--- src/rtl/sigma_delta_decoder.sv ---
// sigma_delta_decoder: CIC (sinc^ORDER) decimator that recovers a VALUE_WIDTH-bit
// sample from a 1-bit sigma-delta bitstream, with a one-entry valid/ready output
// register and a sticky overrun flag for samples dropped under backpressure.
module sigma_delta_decoder #(
    parameter int VALUE_WIDTH = 8,
    parameter int ORDER       = 2,
    parameter int DECIM_LOG2  = 4
) (
    input  logic                   clk,
    input  logic                   reset,
    input  logic                   enable,
    input  logic                   sigma_delta,
    output logic [VALUE_WIDTH-1:0] value,
    output logic                   value_valid,
    input  logic                   value_ready,
    output logic                   overrun
);

    localparam int ACC_W = ORDER * DECIM_LOG2 + 1;
    localparam int SHIFT = ORDER * DECIM_LOG2 - VALUE_WIDTH;
    localparam int SET_W = $clog2(ORDER + 1);

    localparam logic [DECIM_LOG2-1:0] PHASE_LAST = '1;
    localparam logic [SET_W-1:0]      SETTLED    = SET_W'(ORDER);

    logic [ACC_W-1:0]       integ   [ORDER];
    logic [ACC_W-1:0]       dly     [ORDER];
    logic [ACC_W-1:0]       comb_in [ORDER];
    logic [ACC_W-1:0]       comb_sum;
    logic [ACC_W-1:0]       shifted;
    logic [VALUE_WIDTH-1:0] scaled;
    logic [DECIM_LOG2-1:0]  phase;
    logic [SET_W-1:0]       settle;
    logic                   strobe;
    logic                   settled;
    logic                   load_ok;

    assign strobe  = enable && (phase == PHASE_LAST);
    assign settled = (settle == SETTLED);
    assign load_ok = strobe && settled;

    // Comb chain evaluated in a single cycle; each stage subtracts its delayed input.
    always_comb begin : comb_chain
        logic [ACC_W-1:0] x;
        x = integ[ORDER-1];
        for (int k = 0; k < ORDER; k++) begin
            comb_in[k] = x;
            x          = x - dly[k];
        end
        comb_sum = x;
    end

    // Scale the comb result down to VALUE_WIDTH and saturate full scale to all-ones.
    always_comb begin
        shifted = comb_sum >> SHIFT;
        if (|(shifted >> VALUE_WIDTH)) begin
            scaled = '1;
        end else begin
            scaled = shifted[VALUE_WIDTH-1:0];
        end
    end

    // Integrator cascade; modular wrap-around is harmless because the combs undo it.
    always_ff @(posedge clk) begin
        if (reset || !enable) begin
            for (int k = 0; k < ORDER; k++) begin
                integ[k] <= '0;
            end
        end else begin
            integ[0] <= integ[0] + ACC_W'(sigma_delta);
            for (int k = 1; k < ORDER; k++) begin
                integ[k] <= integ[k] + integ[k-1];
            end
        end
    end

    // Comb delay registers capture their stage input on each strobe.
    always_ff @(posedge clk) begin
        if (reset || !enable) begin
            for (int k = 0; k < ORDER; k++) begin
                dly[k] <= '0;
            end
        end else if (strobe) begin
            for (int k = 0; k < ORDER; k++) begin
                dly[k] <= comb_in[k];
            end
        end
    end

    // Decimation phase counter, free-running modulo R while enabled.
    always_ff @(posedge clk) begin
        if (reset || !enable) begin
            phase <= '0;
        end else begin
            phase <= phase + 1'b1;
        end
    end

    // Settle counter: the first ORDER strobes carry filter start-up transients.
    always_ff @(posedge clk) begin
        if (reset || !enable) begin
            settle <= '0;
        end else if (strobe && !settled) begin
            settle <= settle + 1'b1;
        end
    end

    // Output register with same-cycle replace on accept; drops set sticky overrun.
    always_ff @(posedge clk) begin
        if (reset) begin
            value       <= '0;
            value_valid <= 1'b0;
            overrun     <= 1'b0;
        end else if (load_ok) begin
            if (!value_valid || value_ready) begin
                value       <= scaled;
                value_valid <= 1'b1;
            end else begin
                overrun <= 1'b1;
            end
        end else if (value_valid && value_ready) begin
            value_valid <= 1'b0;
        end
    end

endmodule

--- config.mk ---
export PLATFORM = sky130hd
export DESIGN_NAME = sigma_delta_decoder
export DESIGN_NICKNAME = d
export VERILOG_FILES = /design/src/rtl/sigma_delta_decoder.sv
export SDC_FILE = /design/constraint.sdc
export NUM_CORES = 1
export LEC_CHECK = 0
export CORE_MARGIN = 3
export CORE_UTILIZATION = 50
export DETAILED_ROUTE_END_ITERATION = 8
export DONT_BUFFER_PORTS = 1
export SETUP_SLACK_MARGIN = 0.02
export SYNTH_ARGS = -nofsm -noshare
export SYNTH_HDL_FRONTEND = slang
export SYNTH_SLANG_ARGS = --single-unit
--- constraint.sdc ---
create_clock -name clk -period 4.5 [get_ports clk]
set_input_delay 0.675 -clock clk [delete_from_list [all_inputs] [get_ports clk]]
set_output_delay 0.675 -clock clk [all_outputs]
set_load 0.01 [all_outputs]
**Word-level counts from Yosys, hierarchy flattened**

Memory sizes are Yosys's and may differ from the RTL's.
Index checks and enable logic that the tools add are counted.

- Output and inout bits: 10
- Input bits: 5
- Word-level logic and storage cells: 48
- Bits in writable memories: 36
- Memories: 2
- Flip-flop bits (word level): 16

- Equal/unequal tests: 3
- Bitwise gates (word level): 5
- Add/subtract/negate cells: 6
- Multiplexer cells: 14
- Reductions and logical operators: 13

Memories:

| memory | depth | bits a word | rd ports | clocked after memory_dff | wr ports | line | text |
|---|---|---|---|---|---|---|---|
| dly | 2 | 9 | 2 | 0 | 2 | 27 | `logic [ACC_W-1:0] dly [ORDER];` |
| integ | 2 | 9 | 2 | 0 | 2 | 26 | `logic [ACC_W-1:0] integ [ORDER];` |

Operator list:

| operator | number |
|---|---|
| 2-to-1 mux 9 bit | 4 |
| subtractor 9 bit | 2 |
| adder 9 x 1 -> 9 bit | 1 |
| adder 9 bit | 1 |
| 2-to-1 mux 1 bit | 9 |
| 2-to-1 mux 8 bit | 1 |
| AND reduction 2 bit | 3 |
| adder 4 x 1 -> 4 bit, second input constant | 1 |
| equality test 4 bit, second input constant | 1 |
| logical AND 1 bit | 4 |
| bitwise OR 1 bit | 4 |
| zero test 1 bit | 3 |
| adder 2 x 1 -> 2 bit, second input constant | 1 |
| equality test 2 bit, second input constant | 1 |
| logical OR 1 bit | 2 |
| != test 2 x 1 -> 1 bit, second input constant | 1 |
| nonzero test 2 bit | 1 |
| inverter 1 bit | 1 |

**Depth between registers and ports, before layout**

- Depth in word-level cells: 6
- Depth in mapped cells: 15
- Mapped depth without buffers: 15

**Worst setup path before layout**

No wires, ideal clock.

- Kind: flip-flop to flip-flop
- Start: memory dly[0][1] (netlist bit)
- End: register value[0]
- Buffers on the path: 0
- Path slack: 1.448 ns
- Arrival time: 2.928 ns
- Setup time: 0.124 ns
- Stages on the path, launching flop included: 16
- Cells stage by stage: edfxtp_1 -> inv_1 -> ha_1 -> nor2b_1 -> o21ai_0 -> a21boi_0 -> o21ai_1 -> a21oi_1 -> xor2_1 -> ha_1 -> a21oi_1 -> o21ai_0 -> a211o_1 -> a22o_1 -> nand2_4 -> a211oi_2

RTL lines:

| element | line | text |
|---|---|---|
| start, declared | 27 |  |
| end signal, assigned | 116 | `value <= scaled;` |
| end, declared | 13 | `output logic [VALUE_WIDTH-1:0] value,` |

==> reports/qor.csv <==
metric,value,unit
outcome,finished clean,
Post-Synthesis Cell Area,2990,um2
fin nets,348,
sequential share of the synthesized area,0.408,
Critical Path RT,4.74,ns
synth-to-layout area growth,5.31,%
GR Util met2,0.263,
Post-synth EDFFs,18,
Root Buffer,clkbuf_8,
fmax,296,MHz
critical-path cell list,"inv_1, ha_1, nor2b_1, o21ai_0, a21boi_0, o21ai_1, nor3b_1, nor2_1, ha_1, nor2_1, o21ai_0, a211oi_1, o211ai_4, nand2_4, a211oi_2",
Synth top cells by count,"nor2_1, dfxtp_1, inv_1",
CP bufs+invs,1,
WP data arrival,3.62,ns
Core Rows,27,
drt wl/cell,12.7,um
Cells after Synth,310,
fill cell total of the finished layout,518,
Num CTS Buffers,5,
GRT met3 Usage,0.0407,
top post-synthesis cells by area,"dfxtp_1, edfxtp_1, ha_1, nor2_1, inv_1",
busiest grt layer,met2,
placed wire-length estimate,3810,um
minimum clock period,3.38,ns
drc violations,0,
drt via density,5.25,
Initial DRT Pass Iterations,4,
total I/O pin count,15,
Die Y-Extent,83.4,um
cell taking the most area after synthesis,dfxtp_1,
unrepaired setup endpoints after global routing,no,
worst slew pin tran,0.749,ns
"Hold-fix buffers, CTS",0,
Post-synth ARST share,0,
final setup fails,0,
Final Cycle Share,0.752,
top_reg_cell synth,dfxtp_1,
"Slew Viols, Final",0,
Yosys Warn Count,0,
"count leader, synth",nor2_1,
Rel. slew slack,0.499,
Worst Skew,0.00838,ns
DR vias,2023,
fraction of layout cells with a size suffix above 1,0.0895,
DRT iter0 DRCs,50,
H-tree levels,2,
syn nets,346,
Die W,83.4,um
Starting Density,0.530,
CTS max path bufs,2,
RD Place Congestion,0.769,
flop and latch count out of synthesis,52,
Final Hold Fails,0,
initial antenna violation count,0,
overall routing resource usage,0.155,
Worst-path clk slew,0.10,ns
vias in the first global route,1928,
dpl cell area,3050,um2
TritonCTS clock tree,built,
Hold Crit Class,primary input to flop,
global-route wire length before repair,8750,um
synth unique cells,48,
Post-CTS Repair Setup Buffers,0,
Post-Layout Inst Area,3150,um2
Final ANT Viol Nets,0,
Core ar.,5640,um2
Pwr per Cell Area,284,nW/um2
fin util,0.558,
die area,6950,um2
antenna cell count,0,
Buffers on Ports,0,
mean area per synthesized cell,9.65,um2
maximum VDD drop,124,uV
pin count of the biggest net entering global routing,20,
critical path launch point type,flop,
Crit-path slowest cell,edfxtp_1,
PostCTS Resize Cnt,0,
Yosys top cell area share,0.228,
Critical Path End Type,flop,
Crit Path Class,flop to flop,
clock sink count,52,
total gr overflow,0,
met1 Use GR,0.193,
max cap viols,0,
worst skew pair latency,0.31,ns
total negative slack,0,ns
Lkg Pwr,1.22,nW
maximum fanout along the worst path,7,
final wirelength,4910,um
max incr delay on CP,0.42,ns
CP top delay family,compound AO/OA/AOI/OAI gates,
cell usage in the layout, fill, tap and decap left out, types with 2 or more instances in the layout:
cell type	netlist	routed
o21ai_1	4	4
fa_1	3	3
clkbuf_8	0	6
a211oi_1	2	2
nor2b_1	6	6
a21o_1	2	2
nor2_1	37	37
o211ai_1	2	2
nand3_1	7	7
or2_2	2	2
or3_1	3	3
nand2b_1	5	5
o21bai_1	2	2
xnor2_1	9	9
ha_1	28	28
nor3_1	9	9
nand2_1	11	11
a21boi_0	3	3
nor3b_1	2	2
nand4_1	2	2
xor2_1	12	12
inv_1	30	30
and2_1	15	15
dfxtp_1	34	34
a21oi_1	20	20
o21ai_0	9	9
and3_1	3	3
a211oi_2	8	8
edfxtp_1	18	18
and4_4	2	2
area by class of cell:
class | count | area [um2] | area share
clock inverter | 2 | 13.8 | 0.00437
sequential | 52 | 1220 | 0.388
tap | 72 | 90.1 | 0.0286
multi-input combinational | 223 | 1630 | 0.517
inverter | 30 | 113 | 0.0357
clock buffer | 6 | 82.6 | 0.0262
sequential cells by signal (all words and copies together), names as in the netlist:
| name | flops |
|---|---|
| value | 8 |
| phase | 4 |
| integ | 18 |
| settle | 2 |
| overrun | 1 |
| value_valid | 1 |
| dly | 18 |
power breakdown:
group | internal [mW] | switching [mW] | total [mW] | leakage [nW]
Clock | 0.126 | 0.158 | 0.284 | 0.0516
Combinational | 0.0450 | 0.0700 | 0.115 | 0.692
Sequential | 0.493 | 0.00332 | 0.496 | 0.475
path summary, 6_finish.rpt:
path	slack [ns]	depth (start not counted)	start	endpoint
max	1.12	15	dly[0][1]	value[0]
min	0.42	1	reset	value[7]
max reg2reg	1.12	15	dly[0][1]	value[0]
min reg2reg	0.47	1	phase[0]	phase[0]
cell families after synthesis:
family / Yosys count / share of synthesized area
flip-flops: 52 / 0.408
AO/OA/AOI/OAI: 63 / 0.156
AND/OR/NAND/NOR: 107 / 0.187
adder cells (fa/ha/maj): 31 / 0.137
XOR/XNOR: 21 / 0.0615
buffers and inverters: 35 / 0.0468
multiplexers: 1 / 0.00335
per-layer routing:
metal  share of wire  vias up  wire length [um]
li1                -     1085                 -
met1            0.48      920              2380
met2            0.48       13              2380
met3           0.021        5               101
met4           0.011        0                52
met5               0        -                 0
stage by stage:
step           power, mW  setup WS, ns  std cells  hold slack (ns)
6_report           0.895          1.12        385            0.417
3_5_place_dp       0.624          1.09        377            0.441
2_1_floorplan      0.601          1.45        310            0.418
5_1_grt            0.946         0.744        385            0.384
3_3_place_gp       0.624          1.24        377            0.432
4_1_cts            0.911          1.10        385            0.397
worst reg2reg max path: stages (launching register included):
cell and delay (ns):
edfxtp_1 0.42, inv_1 0.07, ha_1 0.21, nor2b_1 0.13
o21ai_0 0.19, a21boi_0 0.15, o21ai_1 0.24, nor3b_1 0.31
nor2_1 0.09, ha_1 0.34, nor2_1 0.07, o21ai_0 0.35
a211oi_1 0.19, o211ai_4 0.22, nand2_4 0.13, a211oi_2 0.22
No activity file was read; power rests on OpenSTA's default activity.
